==> src/rtl/booth_product_accumulator_pkg.sv <==
// booth_pkg: shared types and defaults for the Booth product accumulator.
//   state_t      : window FSM state {IDLE, ACCUM, DONE}
//   *_W_DEF      : default widths for product, accumulator and length config
//   sign_extend  : sign-extends the low src_w bits of a 64-bit value
package booth_pkg;

  typedef enum logic [1:0] {
    IDLE  = 2'd0,
    ACCUM = 2'd1,
    DONE  = 2'd2
  } state_t;

  localparam int PROD_W_DEF = 16;
  localparam int ACC_W_DEF  = 24;
  localparam int LEN_W_DEF  = 8;

  // Callers pass a zero-extended value and cast the 64-bit result down to
  // their own width, so one function serves any PROD_W/ACC_W pair <= 64.
  function automatic logic [63:0] sign_extend(input logic [63:0] v, input int src_w);
    logic [63:0] mask;
    logic        msb;
    mask = {64{1'b1}} << src_w;
    msb  = v[6'(src_w - 1)];
    return msb ? (v | mask) : (v & ~mask);
  endfunction

endpackage

==> src/rtl/booth_product_accumulator_if.sv <==
// booth_product_accumulator_if: product input and window-result output
// channels of the accumulator.
//   in_valid/in_ready/in_prod            : product stream into the block
//   out_valid/out_ready/out_acc/out_ovf  : window result out of the block
//   master : the environment side (upstream producer + downstream consumer)
//   slave  : the accumulator side
//
// Handshake: a beat transfers on a rising clk edge where valid & ready are
// both high. A source holding valid must keep its payload stable until the
// transfer; ready may be driven independently of valid.
interface booth_product_accumulator_if #(
  parameter int PROD_W = 16,
  parameter int ACC_W  = 24
);
  logic              in_valid;
  logic              in_ready;
  logic [PROD_W-1:0] in_prod;
  logic              out_valid;
  logic              out_ready;
  logic [ACC_W-1:0]  out_acc;
  logic              out_ovf;

  modport master (
    output in_valid, in_prod, out_ready,
    input  in_ready, out_valid, out_acc, out_ovf
  );

  modport slave (
    input  in_valid, in_prod, out_ready,
    output in_ready, out_valid, out_acc, out_ovf
  );
endinterface

==> src/rtl/booth_product_accumulator_adder.sv <==
// booth_acc_adder: combinational accumulate step.
//   acc      in  ACC_W   current accumulator value (signed)
//   prod     in  PROD_W  signed product
//   next_acc out ACC_W   acc + sext(prod), wrapped or clamped
//   ovf      out 1       signed overflow on this add
// Build option BOOTH_ACC_SAT_EN: when defined, an overflowing sum clamps to
// the most positive / most negative value matching the operands' sign;
// otherwise it wraps in two's complement.
module booth_acc_adder
  import booth_pkg::*;
#(
  parameter int PROD_W = PROD_W_DEF,
  parameter int ACC_W  = ACC_W_DEF
) (
  input  logic [ACC_W-1:0]  acc,
  input  logic [PROD_W-1:0] prod,
  output logic [ACC_W-1:0]  next_acc,
  output logic              ovf
);

  logic [ACC_W-1:0] prod_ext;
  logic [ACC_W-1:0] sum;
  logic             add_ovf;

  always_comb begin
    prod_ext = ACC_W'(sign_extend(64'(prod), PROD_W));
    sum      = acc + prod_ext;
    // Same-sign operands producing a different-sign sum.
    add_ovf  = (acc[ACC_W-1] == prod_ext[ACC_W-1]) && (sum[ACC_W-1] != acc[ACC_W-1]);
  end

`ifdef BOOTH_ACC_SAT_EN
  always_comb begin
    next_acc = sum;
    if (add_ovf) begin
      next_acc = acc[ACC_W-1] ? {1'b1, {(ACC_W-1){1'b0}}} : {1'b0, {(ACC_W-1){1'b1}}};
    end
  end
`else
  assign next_acc = sum;
`endif

  assign ovf = add_ovf;

endmodule

==> src/rtl/booth_product_accumulator.sv <==
// booth_product_accumulator: sums a programmable window of signed products
// from the Booth multiplier and presents the window total downstream.
//   clk, rst   : clock, synchronous active-high reset
//   cfg_len    : products per window (0 means 2^LEN_W), sampled while IDLE
//   bus        : slave side of booth_product_accumulator_if
//   busy       : a window is in progress or its result is unconsumed
//   dbg_state  : current FSM state, for observation
// Build option BOOTH_ACC_SAT_EN selects saturating instead of wrapping sums
// (see booth_acc_adder); ports are the same either way.
module booth_product_accumulator
  import booth_pkg::*;
#(
  parameter int PROD_W = PROD_W_DEF,
  parameter int ACC_W  = ACC_W_DEF,
  parameter int LEN_W  = LEN_W_DEF
) (
  input  logic                   clk,
  input  logic                   rst,
  input  logic [LEN_W-1:0]       cfg_len,
  booth_product_accumulator_if.slave bus,
  output logic                   busy,
  output state_t                 dbg_state
);

  state_t           state;
  logic [ACC_W-1:0] acc;
  logic             ovf;
  logic [LEN_W:0]   count;
  logic [LEN_W:0]   len_q;
  logic             in_ready_q;
  logic             out_valid_q;
  logic [ACC_W-1:0] out_acc_q;
  logic             out_ovf_q;

  logic [LEN_W:0]   len_eff;
  logic [LEN_W:0]   count_inc;
  logic [ACC_W-1:0] acc_base;
  logic [ACC_W-1:0] sum;
  logic             add_ovf;
  logic             ovf_next;
  logic             in_xfer;
  logic             out_xfer;

  always_comb begin
    len_eff   = (cfg_len == '0) ? {1'b1, {LEN_W{1'b0}}} : {1'b0, cfg_len};
    count_inc = count + 1'b1;
    // The first product of a window starts from zero rather than acc.
    acc_base  = (state == IDLE) ? '0 : acc;
    ovf_next  = ((state == IDLE) ? 1'b0 : ovf) | add_ovf;
    in_xfer   = bus.in_valid & in_ready_q;
    out_xfer  = out_valid_q & bus.out_ready;
  end

  booth_acc_adder #(
    .PROD_W (PROD_W),
    .ACC_W  (ACC_W)
  ) u_adder (
    .acc      (acc_base),
    .prod     (bus.in_prod),
    .next_acc (sum),
    .ovf      (add_ovf)
  );

  always_ff @(posedge clk) begin
    if (rst) begin
      state       <= IDLE;
      acc         <= '0;
      ovf         <= 1'b0;
      count       <= '0;
      len_q       <= '0;
      in_ready_q  <= 1'b1;
      out_valid_q <= 1'b0;
      out_acc_q   <= '0;
      out_ovf_q   <= 1'b0;
    end else begin
      case (state)
        IDLE: begin
          len_q <= len_eff;
          if (in_xfer) begin
            acc   <= sum;
            ovf   <= ovf_next;
            count <= {{LEN_W{1'b0}}, 1'b1};
            if (len_eff == {{LEN_W{1'b0}}, 1'b1}) begin
              state       <= DONE;
              in_ready_q  <= 1'b0;
              out_valid_q <= 1'b1;
              out_acc_q   <= sum;
              out_ovf_q   <= ovf_next;
            end else begin
              state <= ACCUM;
            end
          end
        end
        ACCUM: begin
          if (in_xfer) begin
            acc   <= sum;
            ovf   <= ovf_next;
            count <= count_inc;
            if (count_inc == len_q) begin
              state       <= DONE;
              in_ready_q  <= 1'b0;
              out_valid_q <= 1'b1;
              out_acc_q   <= sum;
              out_ovf_q   <= ovf_next;
            end
          end
        end
        DONE: begin
          if (out_xfer) begin
            state       <= IDLE;
            acc         <= '0;
            ovf         <= 1'b0;
            count       <= '0;
            in_ready_q  <= 1'b1;
            out_valid_q <= 1'b0;
            out_acc_q   <= '0;
            out_ovf_q   <= 1'b0;
          end
        end
        default: begin
          state       <= IDLE;
          in_ready_q  <= 1'b1;
          out_valid_q <= 1'b0;
          out_acc_q   <= '0;
          out_ovf_q   <= 1'b0;
        end
      endcase
    end
  end

  assign bus.in_ready  = in_ready_q;
  assign bus.out_valid = out_valid_q;
  assign bus.out_acc   = out_acc_q;
  assign bus.out_ovf   = out_ovf_q;
  assign busy          = (state != IDLE);
  assign dbg_state     = state;

endmodule

==> src/flat_wrapper.sv <==
// flat-port wrapper written by rule: the top's interface ports become plain ports
module booth_product_accumulator_flat import booth_pkg::*;
#(
  parameter int PROD_W = PROD_W_DEF,
  parameter int ACC_W  = ACC_W_DEF,
  parameter int LEN_W  = LEN_W_DEF
)
  (clk, rst, cfg_len, busy, dbg_state, bus_in_valid, bus_in_prod, bus_out_ready, bus_in_ready, bus_out_valid, bus_out_acc, bus_out_ovf);
  booth_product_accumulator_if #(.PROD_W(PROD_W), .ACC_W(ACC_W)) bus_i ();
  input  logic clk;
  input  logic rst;
  input  logic [LEN_W-1:0] cfg_len;
  output logic busy;
  output state_t dbg_state;
  input wire logic [$bits(bus_i.in_valid)-1:0] bus_in_valid;
  input wire logic [$bits(bus_i.in_prod)-1:0] bus_in_prod;
  input wire logic [$bits(bus_i.out_ready)-1:0] bus_out_ready;
  output wire logic [$bits(bus_i.in_ready)-1:0] bus_in_ready;
  output wire logic [$bits(bus_i.out_valid)-1:0] bus_out_valid;
  output wire logic [$bits(bus_i.out_acc)-1:0] bus_out_acc;
  output wire logic [$bits(bus_i.out_ovf)-1:0] bus_out_ovf;
  assign bus_i.in_valid = bus_in_valid;
  assign bus_i.in_prod = bus_in_prod;
  assign bus_i.out_ready = bus_out_ready;
  assign bus_in_ready = bus_i.in_ready;
  assign bus_out_valid = bus_i.out_valid;
  assign bus_out_acc = bus_i.out_acc;
  assign bus_out_ovf = bus_i.out_ovf;
  booth_product_accumulator #(.PROD_W(PROD_W), .ACC_W(ACC_W), .LEN_W(LEN_W)) u_core (.clk(clk), .rst(rst), .cfg_len(cfg_len), .bus(bus_i), .busy(busy), .dbg_state(dbg_state));
endmodule
==> config.mk <==
export PLATFORM = sky130hd
export DESIGN_NAME = booth_product_accumulator_flat
export DESIGN_NICKNAME = d
export VERILOG_FILES = /design/src/rtl/booth_product_accumulator_pkg.sv /design/src/rtl/booth_product_accumulator_if.sv /design/src/rtl/booth_product_accumulator_adder.sv /design/src/rtl/booth_product_accumulator.sv /design/src/flat_wrapper.sv
export SDC_FILE = /design/constraint.sdc
export NUM_CORES = 1
export LEC_CHECK = 0
export CORE_MARGIN = 8
export CORE_UTILIZATION = 45
export DETAILED_ROUTE_END_ITERATION = 10
export GPL_TIMING_DRIVEN = 0
export PLACE_DENSITY = 0.72
export REMOVE_ABC_BUFFERS = 1
export SYNTH_ARGS = -nofsm -noshare
export SYNTH_HDL_FRONTEND = slang
export SYNTH_SLANG_ARGS = --single-unit
==> constraint.sdc <==
create_clock -name clk -period 5.73 [get_ports clk]
set_clock_uncertainty 0.05 [all_clocks]
set_input_delay 0.573 -clock clk [delete_from_list [all_inputs] [get_ports clk]]
set_output_delay 0.573 -clock clk [all_outputs]
set_load 0.1 [all_outputs]
==> results of run 1 <==
-- cell families (layout without fill, tap and decap cells) --
| logic type | Yosys count | in the layout | synth area share |
|---|---|---|---|
| buf+inv | 29 | 84 | 0.0335 |
| simple gates | 149 | 149 | 0.189 |
| xor+xnor | 35 | 35 | 0.0740 |
| compound gates | 142 | 142 | 0.242 |
| mux | 10 | 10 | 0.0245 |
| fa+ha+maj | 29 | 29 | 0.0894 |
| flops | 72 | 72 | 0.348 |
-- power breakdown --
| group | switching (W) | internal [W] |
|---|---|---|
| combinational | 0.000897 | 0.000460 |
| clock | 0.000200 | 0.000282 |
| sequential | 0.0000646 | 0.000618 |
-- flip-flops by register name, summed over array words and instances (netlist names) --
signal                flops
u_core.acc               24
u_core.bus.in_ready       1
u_core.bus.out_acc       24
u_core.bus.out_ovf        1
u_core.bus.out_valid      1
u_core.count              9
u_core.dbg_state          2
u_core.len_q              9
u_core.ovf                1
-- how the worst max path moves through the flow --
stage	start	end	slack, ns	cells after the start
2_1_floorplan	u_core.dbg_state[0]$_SDFFE_PP0P_	u_core.acc[19]$_SDFFE_PP0P_	1.00	9
3_3_place_gp	u_core.dbg_state[0]$_SDFFE_PP0P_	u_core.acc[23]$_SDFFE_PP0P_	0.84	9
3_5_place_dp	u_core.dbg_state[0]$_SDFFE_PP0P_	u_core.acc[21]$_SDFFE_PP0P_	1.84	12
4_1_cts	u_core.dbg_state[0]$_SDFFE_PP0P_	u_core.acc[21]$_SDFFE_PP0P_	1.82	12
5_1_grt	u_core.dbg_state[0]$_SDFFE_PP0P_	u_core.bus.out_ovf$_SDFFE_PP0P_	1.56	12
6_report	u_core.dbg_state[0]$_SDFFE_PP0P_	u_core.acc[21]$_SDFFE_PP0P_	1.80	12
-- tightest hold or removal path, cell delays in order (launching register included) --
cell and delay (ns):
dfxtp_1 0.33, inv_1 0.05, a21oi_1 0.05
-- routing by layer --
metal / vias up / share of wire
li1: 1803 / -
met1: 1722 / 0.46
met2: 97 / 0.47
met3: 7 / 0.059
met4: 0 / 0.0098
met5: - / 0
-- cell usage after synthesis (all sizes together) (6+ instances only) --
| cell type | count | area, µm² |
|---|---|---|
| a21o | 10 | 75.1 |
| clkbuf | 10 | 37.5 |
| mux2i | 9 | 90.1 |
| xor2 | 11 | 96.3 |
| and3 | 7 | 48.8 |
| nor2b | 25 | 156 |
| a211oi | 9 | 72.6 |
| o21ai | 28 | 140 |
| nor3 | 9 | 61.3 |
| a22o | 20 | 175 |
| ha | 28 | 350 |
| inv | 9 | 33.8 |
| nand2 | 23 | 86.3 |
| a31oi | 8 | 65.1 |
| a22oi | 14 | 105 |
| dfxtp | 72 | 1440 |
| xnor2 | 24 | 210 |
| nor2 | 50 | 195 |
| nand3 | 14 | 70.1 |
| a21oi | 29 | 156 |
| buf | 9 | 63.8 |
| o2bb2ai | 6 | 52.6 |
-- stage by stage --
step / instance area [µm²] / power (W) / util / std cells
after detailed placement: 4760 / 0.00204 / 0.525 / 616
after global placement: 4750 / 0.00200 / 0.524 / 615
final: 5000 / 0.00252 / 0.552 / 632
after floorplan: 4040 / 0.00171 / - / 447
after global routing: 5000 / 0.00269 / 0.552 / 632
after CTS: 5000 / 0.00253 / 0.552 / 632
-- area by class of cell --
cell class	instances	area share
tap	111	0.0278
clock buffer	12	0.0330
inverter	10	0.00751
multi-input combinational	365	0.513
timing repair buffer	58	0.115
clock inverter	4	0.0148
sequential	72	0.288
==> reports/qor.yml, run 1 <==
regArea_um2: 1440
min_from: "u_core.bus.in_ready$_SDFFE_PP1P_"
ir_worst_vdd_v: 0.000237
area_delta_synth_final_pct: 20.8
mostFrequentLayoutCell: "dfxtp_1"
fmax_ghz: 0.255
drt-vias-per-instance: 5.74
busiest_layer: "met2"
io_buffers: 57
p_per_area_nw_per_um2: 504
routed_wl_mm: 10.1
htree_levels: 3
synth-seq-area-share: 0.348
hold_viol_final: 0
final_nets: 573
r2r-start: "u_core.dbg_state[0]$_SDFFE_PP0P_"
slowest_delay_ns: 0.81
dieArea_um2: 12500
fin_crit_sh: 0.685
synth-seq-cells: 72
drtAntennaViolNets: 0
cts_root_buf: "clkbuf_8"
die_h_um: 112
gr-usage-all-layers: 0.160
hold_buffers: 0
netlist_area_um2: 4140
finalCriticalPeriod_ns: 3.93
hp-class: "reg2reg"
met1_usage: 0.197
firstDrtPassIters: 5
status: "finished clean"
synth_cells: 466
crit_buf_inv: 1
path_clk_slew_ns: 0.08
whs_path_depth: 2
worstSkewPairLatency_ns: 0.34
drv_cap: 0
final_cell_mix: "dfxtp_1 (72), clkdlybuf4s50_1 (56), nor2_1 (49), a21oi_1 (28), ha_1 (27)"
fin_tns_setup_ns: 0
drive_above_1_share: 0.0633
place_ws_ns: 1.84
hold_end: "u_core.bus.in_ready$_SDFFE_PP1P_"
setup_ws_ns: 1.80
setup_viol: 0
crit_path_start_kind: "flip-flop"
path_cells: "inv_1, ha_2, nor2b_1, ha_1, a211oi_1, o21ai_0, o2111ai_1, o21ai_1, a31oi_1, o21ai_1, a311o_1, o21ai_0"
grt_pass1_wl_mm: 16.7
cts.path.max_buffers: 2
r2r_setup_slack_ns: 1.80
ys.flop_type: "dfxtp_1"
grt_max_degree: 41
cts_sinks: 72
met2_usage: 0.269
core.rowCount: 35
holdWs_ns: 0.419
yosysUniqueCellTypes: 55
r2r-end: "u_core.acc[21]$_SDFFE_PP0P_"
cts_tree: "built"
maxSlewViolCount: 0
drt-wirelength-per-cell_um: 15.9
rsz0062_at_grt: "false"
critical_path_arrival_ns: 4.15
avgSynthCellArea_um2: 8.89
p_leak_nw: 2.00
n_antenna_cell: 0
multiInputGateArea_um2: 2570
slowest_stage: "ha_2"
cts.repair.resized: 0
nFillCells: 811
antenna_found_initial: 0
die_w_um: 112
detail_route.iter0.violations: 128
hpwl_mm: 7.12
use_met3: 0.0411
start_util: 0.457
place_congestion: 0.878
synth-async-reset-ratio: 0
postCtsSetupRepairBufs: 0
yosysWarnings: 0
critPathRequiredTime_ns: 5.95
path_class: "reg2reg"
grt.overflow.total: 0
fp.coreArea_um2: 9060
synth_edf_count: 0
cp_top_family: "compound AO/OA/AOI/OAI gates"
grt_pass1_vias: 3542
worst_pin_slew_ns: 1.14
cts_made_buffers: 9
ioPinCount: 58
dr_total_vias: 3629
drc: 0
critPathMaxFanout: 39
reg2reg_depth: 12
crit_path_end_kind: "flip-flop"
relSlewSlack: 0.236
(Power assumes the default switching activity.)
==> run 2, diff against run 1 <==
Clock period 5.73 ns to 3.75 ns, I/O delays scaled along.
==> run 2 against run 1 <==
  * Critical path depth stayed put
  * Combinational power is 59% higher
  * Clock power is 52% higher
  * Highest routed layer unchanged
  * Cell area is 0.80% higher
  * Count of clock-buffer cells in the layout stayed put
  * Core utilization is 0.44 points higher
  * Non-clock buffer count is 1 higher
  * Critical endpoint unchanged
==> reports/qor.yml, run 2 (synthesis gave the netlist of run 1 again) <==
status: "finished clean"
dr_total_vias: 3626  # -0.083%
setup_viol: 0  # unchanged
cts_root_buf: "clkbuf_8"
drv_cap: 0  # unchanged
hold_buffers: 0  # unchanged
routed_wl_mm: 10.2  # +1.5%
core.rowCount: 35  # unchanged
path_clk_slew_ns: 0.08  # about the same
grt_pass1_vias: 3526  # -0.45%
critical_path_arrival_ns: 3.65  # -0.50 ns
start_util: 0.457  # unchanged
grt.overflow.total: 0  # unchanged
hpwl_mm: 7.12  # unchanged
critPathMaxFanout: 21  # -46%
finalCriticalPeriod_ns: 3.42  # -0.502 ns
slowest_stage: "a311o_1"
die_w_um: 112  # unchanged
p_total_w: 0.00393  # +56%
cts_tree: "built"
cts_made_buffers: 9  # unchanged
crit_path_end_kind: "flip-flop"
worst_pin_slew_ns: 1.07  # -0.0735 ns
pwr-share-seq: 0.266  # -0.005
drt-wirelength-per-cell_um: 16.1  # +1.3%
met3_wirelength_um: 593  # -0.17%
cellInternalPower_w: 0.00213  # +57%
maxSlewViolCount: 0  # unchanged
htree_levels: 3  # unchanged
grt_pass1_wl_mm: 16.7  # +0.41%
ir_worst_vdd_v: 0.000362  # +52%
whs_path_depth: 2  # unchanged
slowest_delay_ns: 0.42  # -0.39 ns
path_cells: "inv_1, ha_4, nor2b_1, ha_1, a211oi_1, o21ai_0, o2111ai_1, o21ai_1, a31oi_1, o21ai_1, a311o_1, o21ai_0"
drtAntennaViolNets: 0  # unchanged
area_delta_synth_final_pct: 21.7
dr_wl_met2_mm: 4.79  # +1.9%
drive_above_1_share: 0.0670  # +0.00371
grt_max_degree: 41  # unchanged
die_h_um: 112  # unchanged
path_class: "reg2reg"
final_nets: 574  # +0.17%
dieArea_um2: 12500  # unchanged
antenna_found_initial: 0  # unchanged
reg2reg_depth: 12  # unchanged
worstSkewPairLatency_ns: 0.34  # about the same
mostFrequentLayoutCell: "dfxtp_1"
fmax_ghz: 0.292  # +15%
fp.coreArea_um2: 9060  # unchanged
multiInputGateArea_um2: 2580  # +0.49%
cts_sinks: 72  # unchanged
pwr-share-clk: 0.187  # -0.004
p_leak_nw: 2.02  # +0.76%
io_buffers: 57  # unchanged
place_congestion: 0.878  # unchanged
highest_layer: "met4"
nFillCells: 807  # -0.49%
swShare: 0.458  # -0.00276
combinationalPowerShare: 0.548  # +0.010
wl_met1_mm: 4.71  # +1.0%
final_cell_mix: "dfxtp_1 (72), clkdlybuf4s50_1 (56), nor2_1 (48), a21oi_1 (28), ha_1 (27)"
gr-usage-all-layers: 0.161  # +0.000778
switching_power_w: 0.00180  # +55%
n_antenna_cell: 0  # unchanged
fin_crit_sh: 0.913  # +0.228
hp-class: "reg2reg"
relSlewSlack: 0.285  # +0.0495
cts.path.max_buffers: 2  # unchanged
drc: 0  # unchanged
crit_path_start_kind: "flip-flop"
firstDrtPassIters: 4  # -1
ioPinCount: 58  # unchanged
critPathRequiredTime_ns: 3.97  # -1.98 ns
hold_viol_final: 0  # unchanged
regArea_um2: 1440  # unchanged
p_per_area_nw_per_um2: 780  # +55%
drt-vias-per-instance: 5.73  # -0.24%
holdWs_ns: 0.418  # -0.00101 ns
detail_route.iter0.violations: 174  # +36%
rsz0062_at_grt: "false"
==> run 2: cell count changes in the layout (fill, tap and decap cells not counted) <==
cell / previous run / this run
buf_16: 0 / 1
ha_2: 1 / 0
ha_4: 0 / 1
nor2_1: 49 / 48
nor2_2: 0 / 1
==> run 2: stage by stage <==
step / utilization / cells / TNS [ns] / setup WS (ns) / cell area (µm²)
after global routing: 0.556 / 633 / 0 / 0.152 / 5040
after floorplan: - / 447 / -41.09 / -0.979 / 4040
final: 0.556 / 633 / 0 / 0.326 / 5040
after detailed placement: 0.525 / 616 / -0.412 / -0.140 / 4760
after CTS: 0.553 / 632 / 0 / 0.171 / 5010
after global placement: 0.524 / 615 / -29.02 / -1.14 / 4750
==> run 2: worst paths after layout <==
path / slack, ns / end / from
worst min-delay path: 0.42 / u_core.bus.in_ready$_SDFFE_PP1P_ / u_core.bus.in_ready$_SDFFE_PP1P_
worst max-delay path: 0.33 / u_core.acc[21]$_SDFFE_PP0P_ / u_core.dbg_state[1]$_SDFFE_PP0P_
worst min register to register: 0.42 / u_core.bus.in_ready$_SDFFE_PP1P_ / u_core.bus.in_ready$_SDFFE_PP1P_
worst max register to register: 0.33 / u_core.acc[21]$_SDFFE_PP0P_ / u_core.dbg_state[1]$_SDFFE_PP0P_
==> run 2: per-layer routing <==
| layer | GRT usage | vias to the layer above |
|---|---|---|
| met3 | 0.0400 | 9 |
| met5 | 0 | - |
| met4 | 0.0477 | 0 |
| met2 | 0.272 | 88 |
| met1 | 0.197 | 1723 |
| li1 | - | 1806 |
==> run 2: worst max-delay path, delay by kind of cell (launching register included) <==
family | cells | cell delay (ns)
AOI/OAI and AO/OA | 8 | 1.94
adders and majority gates | 2 | 0.57
buffers and inverters | 1 | 0.12
DFF | 1 | 0.40
and+or+nand+nor | 1 | 0.25
==> run 2: power groups by stage <==
stage | clock network, W | logic, W | registers, W
CTS | 0.000747 | 0.00210 | 0.00104
detailed placement | 0 | 0.00206 | 0.00106
global placement | 0 | 0.00201 | 0.00105
floorplan | 0 | 0.00127 | 0.00134
finish | 0.000734 | 0.00216 | 0.00105
global route | 0.000778 | 0.00235 | 0.00107
==> run 2: layout make-up <==
class	instances	share of cell area
clock buffer	12	0.0328
clock inverter	4	0.0146
inverter	10	0.00745
multi-input combinational	365	0.512
sequential	72	0.286
tap	111	0.0276
timing repair buffer	59	0.120
==> run 2: timing repair <==
| item | in CTS | in global routing |
|---|---|---|
| endpoints found under the setup margin | 9 | 6 |
| buffers inserted | 0 | 1 |
| gates resized for setup | 1 | 1 |
| pin swaps | 0 | 1 |
==> edit 1, RTL diff (settings of run 2) <==
The package constant `ACC_W_DEF` goes from 24 to 36.
--- a/src/rtl/booth_product_accumulator_pkg.sv
+++ b/src/rtl/booth_product_accumulator_pkg.sv
@@ -12,5 +12,5 @@
 
   localparam int PROD_W_DEF = 16;
-  localparam int ACC_W_DEF  = 24;
+  localparam int ACC_W_DEF  = 36;
   localparam int LEN_W_DEF  = 8;
 
Interface: changed (resized bus_out_acc); port bits go from 58 to 70. The function was not compared with the original's and may differ.
==> edit 1 against run 2 <==
Setup slack got worse by 0.12 ns; worst hold slack lost 0.040 ns; combinational power is 36% lower; total power fell by 6.4%; synthesized area grew 48%; core utilization up 0.53 points; final area increased by 48%; maximum frequency fell by 3.4%; global-route usage up 2.4 points; synthesized cell count increased by 57%; cell count rose by 52%; sequential cell count grew 24; wire length is 64% higher; critical path type unchanged; largest power group unchanged; highest routed layer unchanged.
==> edit 1: results (changes against run 2) <==
[routing]
wl_um=16800  ; was 10,200 µm
drt_first_pass_iters=6  ; was 4
vias=5713  ; was 3,626
drt-initial-drc-count=442  ; was 174

[worst_setup_path]
cp_data_arrival_time_ns=3.74  ; was 3.65 ns
rr_worst_depth=16  ; was 12
crit_fanout=21  ; unchanged

[final_layout]
antenna_cells=0  ; unchanged
fill_cells=1212  ; was 807
nNetsFinal=852  ; was 574
drive_above_1_share_pct=7.36  ; was 6.70%

[global_routing]
grt_max_degree=42  ; was 41
grt_usage_pct=18.5  ; was 16.1%
grt_pass1_wl_um=27200  ; was 16,700 µm
grt_pass1_vias=5507  ; was 3,526
antenna_found_initial=0  ; unchanged
grt-ovfl-total=0  ; unchanged

[power_and_ir_drop]
peakVddDrop_v=0.000355  ; was 0.000362 V
switchingPower_mw=1.32  ; was 1.80 mW
leakagePower_nw=3.14  ; was 2.02 nW

[logic_synthesis]
yosys-top-cells-area=dfxtp_1 31%, ha_1 8.2%, a22o_1 6.1%  ; was dfxtp_1 35%, ha_1 8.5%, xnor2_1 5.1%
yosys_warnings=0  ; unchanged
seq_area_frac_synth_pct=31.3  ; was 34.8%
synthTopCellsByCount=96 x dfxtp_1, 68 x nor2_1, 55 x nand2_1  ; was 72 x dfxtp_1, 49 x nor2_1, 28 x a21oi_1, 28 x ha_1
ys_async_sr_fraction_pct=0  ; unchanged
synth_cell_types=76  ; was 55

[sta]
tightest_slew_ns=1.11  ; was 1.07 ns

[hold_path]
hp-class=input pin to register  ; was register to register
worstHoldPathCells=2  ; unchanged

[cts]
cts_inserted_buffers=9  ; unchanged
path_clk_slew_ns=0.07
insertion_delay_ns=0.35
clockRootBuffer=clkbuf_16  ; was clkbuf_8
clockBufferDepth=2  ; unchanged
h-tree-depth=3  ; unchanged

[placed_design]
placed_area_um2=6980  ; was 4760 µm²
gp_congestion=0.898  ; was 0.878
dpl.hpwl_um=11900  ; was 7120 µm
io_buffers=69  ; was 57

[status]
status=completed  ; unchanged

[edit 1: changes by cell type in the layout (fill, tap and decap cells not counted), sizes merged, moves of 8 or more]
cell and change:
a22o +23, o21ai +11, dfxtp +24, a21oi +25
nor2 +19, clkdlybuf4s50 +11, nand2 +32, buf +8
o211ai +9, ha +12, nor2b +16, a21o +14
[edit 1: worst paths after layout]
kind                             from                      to  slack, ns
setup / recovery  u_core.dbg_state[1]  u_core.bus.out_acc[32]       0.20
hold / removal                    rst           u_core.acc[0]       0.38
setup reg to reg  u_core.dbg_state[1]  u_core.bus.out_acc[32]       0.20
hold reg to reg        u_core.acc[34]          u_core.acc[34]       0.40
[edit 1: power groups by stage]
stage / logic [mW] / registers [mW] / clock network [mW]
after floorplan: 0.892 / 1.25 / 0
after global placement: 1.22 / 1.22 / 0
after detailed placement: 1.30 / 1.23 / 0
after CTS: 1.33 / 1.20 / 1.11
after global routing: 1.51 / 1.22 / 1.14
final: 1.39 / 1.21 / 1.09
[edit 1: worst max-delay path: stages, from the launching register on]
cell and delay, ns:
dfxtp_1 0.37, inv_1 0.15, ha_4 0.21, buf_16 0.18
nor2b_1 0.06, ha_1 0.22, inv_1 0.08, fa_1 0.20
nor2b_1 0.07, o2111ai_1 0.35, a31oi_1 0.17, nor4_1 0.41
nor2_1 0.08, buf_4 0.16, a41oi_1 0.31, xnor2_1 0.14
a22o_1 0.21
[edit 1: cell families after synthesis]
group                    Yosys count  synth area share [%]
buffers and inverters             55                  3.83
multiplexers                      10                  1.63
AO/OA/AOI/OAI                    247                  28.6
flip-flops                        96                  31.3
AND/OR/NAND/NOR                  236                  19.5
adder cells (fa/ha/maj)           41                  8.48
XOR/XNOR                          45                  6.65
[edit 1: per-layer routing]
layer	global-route usage [%]	part of all wire, %
met1	23.3	45
met4	6.06	1.9
met2	30.5	47
met3	4.31	6.2
met5	0	0
[edit 1: layout make-up]
cell class,count,area [µm²],area share (%)
inverter,17,67.6,0.905
timing repair buffer,80,841,11.3
tap,176,220,2.95
multi-input combinational,579,4060,54.4
sequential,96,1920,25.7
clock buffer,10,239,3.20
clock inverter,6,115,1.54
[edit 1: stage by stage]
stage | cells | utilization [%] | setup WS (ns) | setup TNS, ns
floorplan | 692 | - | -1.56 | -90.19
global route | 964 | 56.1 | 0.00311 | 0
finish | 964 | 56.1 | 0.205 | 0
detailed placement | 941 | 52.5 | -0.387 | -4.91
CTS | 957 | 55.4 | 0.0164 | 0
global placement | 937 | 51.7 | -3.44 | -202.27
[edit 1: repair_timing]
item	CTS	global route
buffers inserted	0	6
cloned	0	1
setup endpoints to repair	23	31
gates resized for setup	6	10
pin swaps	1	8
==> edit 2, RTL diff (settings of run 2) <==
Without the edit above. Reset style: asynchronous (`rst`), changed in one clocked block. Comments in the files are not updated.
--- a/src/rtl/booth_product_accumulator.sv
+++ b/src/rtl/booth_product_accumulator.sv
@@ -62,5 +62,5 @@
   );
 
-  always_ff @(posedge clk) begin
+  always_ff @(posedge clk or posedge rst) begin
     if (rst) begin
       state       <= IDLE;
Check against the original RTL: differs if rst is asserted again (counterexample within 4 cycles, from zero or initial values and one cycle with rst high); with rst held inactive, the same outputs for 4 cycles.
==> edit 2 against run 2 <==
Global-route usage rose by 1.6 points; final area rose by 8.5%; wire length is 12% higher; sequential cell count did not move; core utilization rose by 0.35 points; first-iteration DRC count increased by 11%; setup slack worse by 0.081 ns; synthesized area increased by 9.5%; largest cell class unchanged.
Power is not shown: default switching activity piles up to over one toggle a cycle in this logic, so the estimate is an artifact.
==> edit 2: results (changes against run 2) <==
[logic_synthesis]
yosys-top-cells-area=dfrtp_1 39%, ha_1 7.4%, nand2_1 5.8%  ; was dfxtp_1 35%, ha_1 8.5%, xnor2_1 5.1%
ys_async_sr_fraction_pct=100  ; was 0%
synth-compound-area-share_pct=22.5  ; was 24.2%
yosys_warnings=0  ; unchanged
synth_cell_types=60  ; was 55
yosys.area_share.adder_pct=7.89  ; was 8.94%
yosys-mux-area-fraction_pct=2.40  ; was 2.45%
ys.flop_type=dfrtp_1  ; was dfxtp_1
seq_area_frac_synth_pct=39.7  ; was 34.8%
syn_area_per_cell_um2=9.24  ; was 8.89 µm²
synthTopCellsByCount=71 x dfrtp_1, 70 x nand2_1, 29 x o21ai_0  ; was 72 x dfxtp_1, 49 x nor2_1, 28 x a21oi_1, 28 x ha_1
synth_xor_area_share_pct=6.67  ; was 7.40%

[worst_setup_path]
rrSetupSlack_ns=0.24  ; was 0.33 ns
cp_data_arrival_time_ns=3.70  ; was 3.65 ns
reg2reg_to=u_core.bus.out_acc[22]  ; was u_core.acc[21]
crit_fanout=21  ; unchanged
rr_worst_depth=12  ; unchanged
crit_family=compound AO/OA/AOI/OAI gates  ; unchanged
max_stage_delay_ns=0.42  ; about the same
critical-path-slowest-cell=dfrtp_1  ; was a311o_1
cp-startpoint=u_core.dbg_state[1]  ; unchanged

[global_routing]
grt_max_degree=51  ; was 41
antenna_found_initial=0  ; unchanged
grt_usage_pct=17.7  ; was 16.1%
grt_pass1_vias=3928  ; was 3,526
grt_pass1_wl_um=19000  ; was 16,700 µm

[placed_design]
io_buffers=57  ; unchanged
placed_area_um2=5220  ; was 4760 µm²
dpl.hpwl_um=7930  ; was 7120 µm
gp_congestion=0.842  ; was 0.878
placed_cells=657  ; was 616
place_ws_ns=-0.333  ; was -0.140 ns

[cts]
ctsResizeCount=2  ; was 1
cts_tree=built  ; unchanged
h-tree-depth=3  ; unchanged
insertion_delay_ns=0.35
postCtsSetupRepairBufs=1  ; was 0
cts_inserted_buffers=9  ; unchanged

[final_layout]
nNetsFinal=592  ; was 574
fin_cells=674  ; was 633
drive_above_1_share_pct=7.21  ; was 6.70%
antenna_cells=0  ; unchanged

[hold_path]
hp-class=input pin to async pin  ; was register to register

[sta]
max_slew_margin_pct=18.5  ; was 28.5%
holdWs_ns=0.332  ; was 0.418 ns

[routing]
viasPerCell=5.73  ; about the same
drt-initial-drc-count=193  ; was 174
wl_met3_um=665  ; was 593 µm
drt_first_pass_iters=5  ; was 4
wl_per_cell_um=17.0  ; was 16.1 µm
topRoutingLayerUsed=met4  ; unchanged
wl_met2_um=5420  ; was 4790 µm
m1WireLength_um=5100  ; was 4710 µm

[status]
status=completed  ; unchanged

==> edit 2: layout make-up <==
type / count / area [µm²]
inverter: 14 / 55.1
sequential: 72 / 1800
timing repair buffer: 60 / 622
multi-input combinational: 379 / 2630
tap: 133 / 166
clock buffer: 11 / 141
clock inverter: 5 / 56.3
fill: 864 / 4300
==> edit 2: worst max-delay path by stage <==
| stage | end | slack [ns] |
|---|---|---|
| finish | u_core.bus.out_acc[22] | 0.24 |
| global route | u_core.bus.out_acc[23] | 0.03 |
| CTS | u_core.acc[23] | 0.11 |
| detailed placement | u_core.acc[23] | -0.33 |
| global placement | u_core.acc[10] | -3.05 |
| floorplan | u_core.acc[10] | -1.56 |
==> edit 2: routing by layer <==
layer | vias up | track usage [%]
met2 | 118 | 28.5
met4 | 0 | 7.52
met3 | 21 | 4.86
met5 | - | 0
met1 | 1858 | 21.9
li1 | 1868 | -
